--- src/rtl/prga_pkg.sv ---
// Shared widths, defaults and state encoding for the RC4 PRGA decoder.
package prga_pkg;

  localparam int MSG_LEN_DEF = 32;
  localparam int S_AW        = 8;
  localparam int DATA_W      = 8;
  localparam int MSG_AW      = 5;

  typedef enum logic [3:0] {
    IDLE   = 4'd0,
    INC_I  = 4'd1,
    RD_SI  = 4'd2,
    WT_SI  = 4'd3,
    RD_SJ  = 4'd4,
    WT_SJ  = 4'd5,
    WR_SI  = 4'd6,
    WR_SJ  = 4'd7,
    RD_F   = 4'd8,
    WT_F   = 4'd9,
    WR_OUT = 4'd10,
    DONE   = 4'd11
  } prga_state_e;

endpackage

--- src/rtl/prga_decoder.sv ---
// RC4 PRGA stage: walks the S memory left by the KSA, swaps entries and
// XORs the keystream with the encrypted ROM into the decrypted RAM.
module prga_decoder
  import prga_pkg::*;
#(
  parameter int MSG_LEN = MSG_LEN_DEF
) (
  input  logic              clk,
  input  logic              reset,
  input  logic              start,
  output logic              complete,
  output logic [S_AW-1:0]   s_address,
  output logic [DATA_W-1:0] s_data,
  output logic              s_wren,
  input  logic [DATA_W-1:0] s_q,
  output logic [MSG_AW-1:0] rom_address,
  input  logic [DATA_W-1:0] rom_q,
  output logic [MSG_AW-1:0] ram_address,
  output logic [DATA_W-1:0] ram_data,
  output logic              ram_wren
);

  localparam logic [MSG_AW-1:0] K_LAST = MSG_AW'(MSG_LEN - 1);

  prga_state_e       state_r, state_nxt_s;
  logic [S_AW-1:0]   i_r, i_nxt_s, j_r, j_nxt_s;
  logic [MSG_AW-1:0] k_r, k_nxt_s;
  logic [DATA_W-1:0] si_r, si_nxt_s, sj_r, sj_nxt_s;
  logic [DATA_W-1:0] f_r, f_nxt_s, enc_r, enc_nxt_s;

  logic              complete_s, s_wren_s, ram_wren_s;
  logic [S_AW-1:0]   s_address_s;
  logic [DATA_W-1:0] s_data_s, ram_data_s;
  logic [MSG_AW-1:0] rom_address_s, ram_address_s;

  // Next-state and datapath register updates
  always_comb begin
    state_nxt_s = state_r;
    i_nxt_s     = i_r;
    j_nxt_s     = j_r;
    k_nxt_s     = k_r;
    si_nxt_s    = si_r;
    sj_nxt_s    = sj_r;
    f_nxt_s     = f_r;
    enc_nxt_s   = enc_r;
    case (state_r)
      IDLE: begin
        if (start) begin
          i_nxt_s     = 8'd0;
          j_nxt_s     = 8'd0;
          k_nxt_s     = 5'd0;
          state_nxt_s = INC_I;
        end else begin
          state_nxt_s = IDLE;
        end
      end
      INC_I: begin
        i_nxt_s     = i_r + 8'd1;
        state_nxt_s = RD_SI;
      end
      RD_SI: state_nxt_s = WT_SI;
      WT_SI: begin
        si_nxt_s    = s_q;
        enc_nxt_s   = rom_q;
        j_nxt_s     = j_r + s_q;
        state_nxt_s = RD_SJ;
      end
      RD_SJ: state_nxt_s = WT_SJ;
      WT_SJ: begin
        sj_nxt_s    = s_q;
        state_nxt_s = WR_SI;
      end
      WR_SI: state_nxt_s = WR_SJ;
      WR_SJ: state_nxt_s = RD_F;
      RD_F:  state_nxt_s = WT_F;
      WT_F: begin
        f_nxt_s     = s_q;
        state_nxt_s = WR_OUT;
      end
      WR_OUT: begin
        if (k_r == K_LAST) begin
          state_nxt_s = DONE;
        end else begin
          k_nxt_s     = k_r + 5'd1;
          state_nxt_s = INC_I;
        end
      end
      DONE: begin
        if (start) begin
          state_nxt_s = DONE;
        end else begin
          state_nxt_s = IDLE;
        end
      end
      default: state_nxt_s = IDLE;
    endcase
  end

  // Outputs decoded from the upcoming state so they can be registered
  // and still line up with the state they belong to.
  always_comb begin
    complete_s    = 1'b0;
    s_address_s   = 8'd0;
    s_data_s      = 8'd0;
    s_wren_s      = 1'b0;
    rom_address_s = 5'd0;
    ram_address_s = 5'd0;
    ram_data_s    = 8'd0;
    ram_wren_s    = 1'b0;
    case (state_nxt_s)
      RD_SI: begin
        s_address_s   = i_nxt_s;
        rom_address_s = k_nxt_s;
      end
      RD_SJ: s_address_s = j_nxt_s;
      WR_SI: begin
        s_address_s = i_nxt_s;
        s_data_s    = sj_nxt_s;
        s_wren_s    = 1'b1;
      end
      WR_SJ: begin
        s_address_s = j_nxt_s;
        s_data_s    = si_nxt_s;
        s_wren_s    = 1'b1;
      end
      RD_F: s_address_s = si_nxt_s + sj_nxt_s;
      WR_OUT: begin
        ram_address_s = k_nxt_s;
        ram_data_s    = f_nxt_s ^ enc_nxt_s;
        ram_wren_s    = 1'b1;
      end
      DONE: complete_s = 1'b1;
      default: complete_s = 1'b0;
    endcase
  end

  // State, datapath and registered output flops
  always_ff @(posedge clk) begin
    if (reset) begin
      state_r     <= IDLE;
      i_r         <= 8'd0;
      j_r         <= 8'd0;
      k_r         <= 5'd0;
      si_r        <= 8'd0;
      sj_r        <= 8'd0;
      f_r         <= 8'd0;
      enc_r       <= 8'd0;
      complete    <= 1'b0;
      s_address   <= 8'd0;
      s_data      <= 8'd0;
      s_wren      <= 1'b0;
      rom_address <= 5'd0;
      ram_address <= 5'd0;
      ram_data    <= 8'd0;
      ram_wren    <= 1'b0;
    end else begin
      state_r     <= state_nxt_s;
      i_r         <= i_nxt_s;
      j_r         <= j_nxt_s;
      k_r         <= k_nxt_s;
      si_r        <= si_nxt_s;
      sj_r        <= sj_nxt_s;
      f_r         <= f_nxt_s;
      enc_r       <= enc_nxt_s;
      complete    <= complete_s;
      s_address   <= s_address_s;
      s_data      <= s_data_s;
      s_wren      <= s_wren_s;
      rom_address <= rom_address_s;
      ram_address <= ram_address_s;
      ram_data    <= ram_data_s;
      ram_wren    <= ram_wren_s;
    end
  end

endmodule

--- config.mk ---
export PLATFORM = sky130hd
export DESIGN_NAME = prga_decoder
export DESIGN_NICKNAME = d
export VERILOG_FILES = /design/src/rtl/prga_pkg.sv /design/src/rtl/prga_decoder.sv
export SDC_FILE = /design/constraint.sdc
export NUM_CORES = 1
export LEC_CHECK = 0
export ABC_CLOCK_PERIOD_IN_PS = 6540
export CAP_MARGIN = 40
export CORE_UTILIZATION = 59
export DETAILED_ROUTE_END_ITERATION = 10
export PLACE_DENSITY = 0.9
export SLEW_MARGIN = 20
export SYNTH_ARGS = -nofsm -noshare
export SYNTH_HDL_FRONTEND = slang
export SYNTH_SLANG_ARGS = --single-unit
--- constraint.sdc ---
create_clock -name clk -period 6.54 [get_ports clk]
set_input_delay 1.308 -clock clk [delete_from_list [all_inputs] [get_ports clk]]
set_output_delay 1.308 -clock clk [all_outputs]
set_load 0.01 [all_outputs]
---- After elaboration in Yosys (flattened, before gate mapping) ----
Cells that the tools add are included.
word-level totals
  register bits ........................... 94
  bits of input ports ..................... 19
  output and inout port bits .............. 37
  logic and storage cells ................. 68
operators by class
  add/sub/neg operators ................... 4
  equality and inequality tests ........... 19
  muxes and demuxes ....................... 20
  bitwise gates (word level) .............. 3
  reductions and logical operators ........ 6
operator list
  kind                                           number
  2-to-1 mux 8 bit                               6
  case mux 4 bit (12 select lines)               1
  case mux 8 bit (2 select lines)                3
  == test 4 x 3 -> 1 bit, second input constant  7
  == test 4 bit, second input constant           7
  case mux 8 bit (3 select lines)                1
  adder 8 bit                                    2
  == test 4 x 2 -> 1 bit, second input constant  3
  2-to-1 mux 5 bit                               2
  case mux 5 bit (2 select lines)                1
  OR reduction 2 bit                             5
  adder 8 x 1 -> 8 bit, second input constant    1
  2-to-1 mux 4 bit                               2
  bitwise XOR 8 bit                              1
  adder 5 x 1 -> 5 bit, second input constant    1
  == test 5 bit, second input constant           1
  == test 4 x 1 -> 1 bit, second input constant  1
  logical NOT 4 bit                              1
  2-to-1 mux 1 bit                               4
  NOT 1 bit                                      2

---- Logic depth before layout (Yosys ltp) ----
Gate-level depths: netlist of run 1.
  depth after elaboration ................. 6
  mapped depth ............................ 15

---- Worst setup path after synthesis of run 1 ----
Ideal clock, no wire load.
  path type ............................... in2reg
  from .................................... in s_q[1]
  to ...................................... reg s_address[7]
  setup time .............................. 0.070 ns
  arrival time ............................ 3.246 ns
  path slack .............................. 3.224 ns
  stages .................................. 11
  path through ............................ inv_1 nor2_1 a21oi_1 inv_1 ha_1 a211oi_1 o21ai_0 a31o_1 and4_1 o41a_1 a21oi_1
on the way
  longest elaborated chain between the ends .. 3
  elaborated cells between the ends (all ways) .. 6
  classes of those cells .................. 2 x add/sub; 4 x mux
ends and longest elaborated chain
  what                             RTL line             text
  start: declaration               prga_decoder.sv:15   input logic [DATA_W-1:0] s_q,
  2-to-1 mux 8 bit                 prga_decoder.sv:46   case (state_r)
  net si_nxt_s[1]                  prga_decoder.sv:28   logic [DATA_W-1:0] si_r, si_nxt_s, sj_r, sj_nxt_s;
  adder 8 bit                      prga_decoder.sv:126  RD_F: s_address_s = si_nxt_s + sj_nxt_s;
  case mux 8 bit (3 select lines)  prga_decoder.sv:110  case (state_nxt_s)
  end signal: assignment           prga_decoder.sv:166  s_address <= s_address_s;
  end: declaration                 prga_decoder.sv:12   output logic [S_AW-1:0] s_address,
The timed path passes the listed nets, and every way through them passes these cells.
A chain may end at the register's enable or synchronous reset.

---- Worst setup path in the final report of run 1 ----
  from .................................... in s_q[1]
  to ...................................... reg s_address[7]
on the way
  longest elaborated chain between the ends .. 3
  elaborated cells between the ends (all ways) .. 6
  classes of those cells .................. 2 x add/sub; 4 x mux
ends and longest elaborated chain
  what                             RTL line
  2-to-1 mux 8 bit                 prga_decoder.sv:46
  net sj_nxt_s[1]                  prga_decoder.sv:28
  adder 8 bit                      prga_decoder.sv:126
  case mux 8 bit (3 select lines)  prga_decoder.sv:110
The timed path passes the listed nets, and every way through them passes these cells.

==> run_results.csv, run 1 <==
group,metric,value,unit
run_status,status,"finished, final reports clean",
timing,finalSetupViolCount,0,
final_layout,drive_gt1_share,4.55,%
critical_path,worstSetupStartpointType,"input port",
clock_network,clk_pin_slew,0.09,ns
logic_synthesis,ys_ff_latch,94,
global_route,grt_first_pass_wirelength,16300,um
logic_synthesis,syn_inst,500,
final_layout,fin_cells,646,
critical_path,cp_cell_sequence,"clkdlybuf4s50_1 -> inv_1 -> o21ai_0 -> ha_1 -> a211oi_1 -> o21ai_0 -> a31o_1 -> and4_1 -> o41a_1 -> a21oi_1",
power,p_sw,289,uW
route,routed_wl,9900,um
power,total_power,1.09,mW
timing,relSlewSlack,53.3,%
final_layout,areaGrowthSynthToFinish,17.9,%
placement,numPortBuffers,55,
logic_synthesis,yosysMostFrequentCell,"dfxtp_1",
critical_path,cp.arrival,4.09,ns
timing,clock_skew,0.00891,ns
clock_network,cts_made_buffers,9,
final_layout,multi_input_area,2280,um2
flow_run,maxCapViolCount,0,
placement,globalplace.congestion,0.907,
clock_network,cts.sink_count,94,
final_layout,stdcell_area,5110,um2
logic_synthesis,yosys_warnings,0,
timing,worst_slew_pin_slew,0.696,ns
global_route,grt_overflow_total,0,
global_route,antenna_found_initial,0,
global_route,track_usage,27.5,%
clock_network,ctsResizeCount,0,
clock_network,cts_setup_buffers,0,
critical_path,reg2reg_depth,9,
timing,hold_violations,0,
timing,fin_setup_tns,0,ns
logic_synthesis,synth_cell_type_count,56,
timing,fin_crit,3.79,ns
route,wl_per_cell,15.3,um
route,drcViolationCount,0,
die,initial_core_util,62.4,%
placement,place.detailed.hpwl,6800,um
die,die_h,87.7,um
critical_path,cp-end-kind,"register",
route,vias,3839,
die,die-area,7690,um2
power,p_int,806,uW
clock_network,cts_tree,"built",
power,cellPowerDensity,214,nW/um2
critical_path,critPathMaxStageDelay,0.56,ns
power,seqPwrFrac,53.9,%
die,row_count,30,
placement,place_ws,2.41,ns
logic_synthesis,synth_flop_cell,"dfxtp_1",
clock_network,ctsLongestPathBuffers,2,
global_route,grt_pass1_vias,3549,
clock_network,htreeDepth,3,
power,swShare,26.4,%
route,ant_nets,0,
critical_path,crit_required,6.84,ns
die,die_w,87.7,um
logic_synthesis,yosysTopAreaCellShare,43.4,%
critical_path,crit_slowest_cell,"clkdlybuf4s50_1",
logic_synthesis,synthTopCellsByCount,"dfxtp_1 (94), nor2_1 (68), nand2_1 (51)",
final_layout,seqCellArea,1880,um2
timing,clock.fmax,264,MHz
power,p_clk_share,36.3,%
logic_synthesis,synth_area_leaders,"dfxtp_1 (43%), nor2_1 (5.9%), mux2i_1 (5.3%)",
timing,grt_setup_unrepaired,"no",
final_layout,n_fill_cell,496,
power,combPwrFrac,9.9,%
placement,placed_area,4900,um2
power,vdd_drop_max,0.114,mV
logic_synthesis,async_flop_share,0,%
timing,setup_slack,2.75,ns
clock_network,clk_latency,0.37,ns
logic_synthesis,syn_nets,537,
die,pin_count,56,
timing,min_period_over_period,57.9,%
clock_network,clockRootBuffer,"clkbuf_8",
critical_path,crit_family,"compound AO/OA/AOI/OAI gates",
die,fp.coreArea,6940,um2
timing,slew_violations,0,
final_layout,num_antenna_cells,0,
critical_path,crit_cells,10,
logic_synthesis,syn_area,4330,um2
critical_path,critPathKind,"input port to register",
placement,placedCellCount,630,
critical_path,cp_max_fo,4,
route,first_pass_iters,5,
route,routed_via_density,5.94,
logic_synthesis,yosysSeqAreaShare,43.4,%
global_route,grt_max_degree,64,
route,drt_iter0_markers,245,
logic_synthesis,syn_avg_cell_area,8.67,um2
logic_synthesis,yosys.area.top_type,"dfxtp_1",
final_layout,layout.nets,582,
worst_hold_path,whs_path_depth,2,
critical_path,crit_top_cell,"o21ai_0",
clock_network,cts_hold_buf,0,
critical_path,critical_path_buf_inv_count,2,
worst_hold_path,hp-class,"register to register",
logic_synthesis,synth-edff-count,0,
power,p_leak,1.99,nW
-- cells by family (layout without fill, tap and decap cells) --
family                   count (synthesis)  in the layout  share of synthesized area, %
AND/OR/NAND/NOR                        195            195                          21.7
AO/OA/AOI/OAI                          113            113                          16.2
flip-flops                              94             94                          43.4
buffers and inverters                   38             88                          3.84
multiplexers                            25             25                          5.83
adder cells (fa/ha/maj)                 18             18                          5.54
XOR/XNOR                                17             17                          3.44
-- registers in the layout, summed over array words and instances, names as in the netlist --
name,flops
i_r,8
sj_r,8
complete,1
ram_data,8
s_wren,1
enc_r,8
f_r,8
j_r,8
state_r,4
si_r,8
ram_address,5
rom_address,5
s_address,8
k_r,5
s_data,8
ram_wren,1
-- power by group through the flow --
stage | clock, mW | sequential [mW] | combinational (mW)
floorplan | 0 | 0.596 | 0.0786
global placement | 0 | 0.602 | 0.101
detailed placement | 0 | 0.603 | 0.105
CTS | 0.403 | 0.589 | 0.106
global route | 0.432 | 0.591 | 0.118
finish | 0.397 | 0.590 | 0.108
-- layout by cell type (no fill, tap or decap), types with 3 or more instances in the layout --
| cell type | netlist | layout |
|---|---|---|
| dfxtp_1 | 94 | 94 |
| nor2_1 | 68 | 68 |
| clkdlybuf4s50_1 | 0 | 54 |
| nand2_1 | 51 | 51 |
| a21oi_1 | 34 | 34 |
| o21ai_0 | 28 | 28 |
| mux2i_1 | 23 | 23 |
| ha_1 | 16 | 16 |
| xnor2_1 | 15 | 15 |
| inv_1 | 14 | 14 |
| nor3_1 | 13 | 13 |
| nor2b_1 | 10 | 10 |
| nand2b_1 | 9 | 9 |
| clkbuf_8 | 0 | 9 |
| or3_1 | 8 | 8 |
| a22oi_1 | 7 | 7 |
| nand3_1 | 7 | 7 |
| a31oi_1 | 6 | 6 |
| and2_1 | 5 | 5 |
| a21o_1 | 4 | 4 |
| o21ai_1 | 4 | 4 |
| and3_1 | 4 | 4 |
| a211oi_1 | 4 | 4 |
| o22ai_1 | 3 | 3 |
| nand4_1 | 3 | 3 |
| nor3b_1 | 3 | 3 |
| o211ai_1 | 3 | 3 |
| o21bai_1 | 3 | 3 |
| nand3b_1 | 3 | 3 |
| o211a_1 | 3 | 3 |
| inv_6 | 0 | 3 |
-- worst paths after layout --
kind | from | endpoint | slack [ns]
min reg2reg | sj_r[4] | sj_r[4] | 0.47
max reg2reg | state_r[0] | s_address[7] | 2.77
min | sj_r[4] | sj_r[4] | 0.47
max | s_q[1] | s_address[7] | 2.75
-- metal layers --
metal,routed length (um),up-vias,GRT usage [%],part of all wire (%)
met5,0,-,0,0
met1,4160,1788,34.4,42
met4,301,0,14.8,3.0
met3,732,34,5.84,7.4
li1,-,1840,-,-
met2,4710,177,44.5,48
-- final cells by class --
cell class / instances / share of cell area (%)
inverter: 14 / 1.03
clock buffer: 10 / 2.50
multi-input combinational: 368 / 44.7
clock inverter: 6 / 1.49
tap: 96 / 2.35
sequential: 94 / 36.8
timing repair buffer: 58 / 11.1
-- stage by stage --
stage               utilization [%]  hold slack (ns)
floorplan                         -            0.444
global placement               70.6            0.451
detailed placement             70.6            0.460
CTS                            73.6            0.473
global route                   73.6            0.486
finish                         73.6            0.470
-- worst register-to-register path, delay by kind of cell (launching register included) --
| kind | cells | cell delay [ns] |
|---|---|---|
| compound gates | 6 | 1.81 |
| simple gates | 2 | 0.86 |
| fa+ha+maj | 1 | 0.34 |
| flops | 1 | 0.70 |
Note: power is estimated with default switching activity, not from simulation.
==> run 2, diff against run 1 <==
ABC_CLOCK_PERIOD_IN_PS = 3140   (was 6540)
CORE_UTILIZATION = 50   (was 59)
PLACE_DENSITY = 0.82   (was 0.9)
clock period = 3.14 ns   (was 6.54 ns; I/O delays follow)
==> run_results.csv, run 2 (synthesized netlist as in run 1, its figures left out) <==
group,metric,value,unit
run_status,status,"finished, final reports clean",
die,die-area,9040,um2
final_layout,drive_gt1_share,9.42,%
critical_path,critPathKind,"register to register",
route,routed_via_density,5.65,
placement,placedCellCount,662,
final_layout,num_antenna_cells,0,
timing,min_period_over_period,95.6,%
worst_hold_path,hp-class,"register to register",
global_route,grt_overflow_total,0,
timing,finalSetupViolCount,0,
timing,slew_violations,0,
route,ant_nets,0,
route,routed_wl,10400,um
critical_path,cp.arrival,3.31,ns
power,p_leak,2.09,nW
global_route,grt_max_degree,41,
global_route,grt_use_met1,31.7,%
global_route,antenna_found_initial,0,
clock_network,cts_made_buffers,9,
die,pin_count,56,
clock_network,clk_pin_slew,0.10,ns
die,fp.coreArea,8300,um2
critical_path,cp_max_fo,5,
die,initial_core_util,52.2,%
final_layout,most-common-layout-cells,"dfxtp_1 (93), nor2_1 (68), clkdlybuf4s50_1 (54), nand2_1 (51), a21oi_1 (32)",
route,drcViolationCount,0,
timing,whs,0.475,ns
clock_network,cts.sink_count,94,
clock_network,clockRootBuffer,"clkbuf_8",
die,die_h,95.1,um
route,vias,3829,
global_route,track_usage,24.4,%
route,drt_iter0_markers,190,
power,cellPowerDensity,427,nW/um2
timing,relSlewSlack,53.0,%
clock_network,cts_setup_buffers,0,
die,row_count,33,
timing,hold_violations,0,
final_layout,seqCellArea,1880,um2
power,vdd_drop_max,0.265,mV
placement,place_ws,-0.155,ns
final_layout,final_common_cell,"dfxtp_1",
timing,fin_crit,3.00,ns
clock_network,clk_latency,0.38,ns
final_layout,layout.nets,605,
timing,clock_skew,0.0136,ns
route,wl_per_cell,15.4,um
final_layout,fin_cells,678,
timing,grt_setup_unrepaired,"yes",
critical_path,worstSetupStartpointType,"register",
placement,numPortBuffers,55,
clock_network,ctsLongestPathBuffers,2,
critical_path,crit_required,3.45,ns
final_layout,n_fill_cell,687,
timing,clock.fmax,333,MHz
global_route,grt_use_met3,5.90,%
placement,place.detailed.hpwl,7710,um
global_route,grt_pass1_vias,3667,
clock_network,ctsResizeCount,0,
global_route,busiest_layer,"met2",
final_layout,multi_input_area,2300,um2
final_layout,areaGrowthSynthToFinish,22.1,%
timing,setup_slack,0.138,ns
global_route,grt_use_met2,39.5,%
timing,worst_slew_pin_slew,0.701,ns
clock_network,cts_tree,"built",
timing,fin_setup_tns,0,ns
power,total_power,2.26,mW
global_route,grt_first_pass_wirelength,16900,um
flow_run,maxCapViolCount,0,
critical_path,cp-end-kind,"register",
placement,globalplace.congestion,0.851,
die,die_w,95.1,um
clock_network,cts_hold_buf,0,
clock_network,htreeDepth,3,
route,first_pass_iters,4,
## run 2: cell types whose count changed in the layout (fill, tap and decap cells not counted), sizes merged
cell,change
buf,+23
clkinvlp,+3
bufinv,-1
clkbuf,-1
clkinv,-1
## run 2: area by class of cell
cell class	instances	area share [%]
Clock buffer	9	2.34
Clock inverter	7	1.18
Inverter	14	0.993
Multi-Input combinational cell	368	43.4
Sequential cell	94	35.6
Tap cell	105	2.48
Timing Repair Buffer	81	14.0
## run 2: path summary, 6_finish.rpt
kind | cells after the start | endpoint | slack [ns] | startpoint
max | 11 | s_address[7] | 0.14 | state_r[3]
max reg2reg | 11 | s_address[7] | 0.14 | state_r[3]
min | 2 | sj_r[3] | 0.47 | sj_r[3]
min reg2reg | 2 | sj_r[3] | 0.47 | sj_r[3]
## run 2: stage by stage
stage	instance area (um2)	util, %
after floorplan	4330	-
after global placement	5090	61.3
after detailed placement	5090	61.3
after CTS	5280	63.6
after global routing	5290	63.7
final	5290	63.7
## run 2: per-layer routing
metal / vias up / routed length [um]
met5: - / 0
met4: 0 / 208
met3: 19 / 649
met2: 124 / 4740
met1: 1811 / 4830
li1: 1875 / -
## run 2: critical path, cell delays in order (launching register included)
cell and delay, ns:
dfxtp_1 0.37, and4bb_2 0.42, buf_4 0.20, mux2i_1 0.30, inv_1 0.09, ha_1 0.35, o21ai_1 0.18, nand2b_1 0.08
a31o_1 0.22, and4_1 0.20, o41a_1 0.36, a21oi_1 0.14
## run 2: report_power, final
part           total [mW]  internal, mW  switching, mW
clock network       0.781         0.304          0.477
registers            1.22          1.21         0.0118
logic               0.260         0.106          0.154
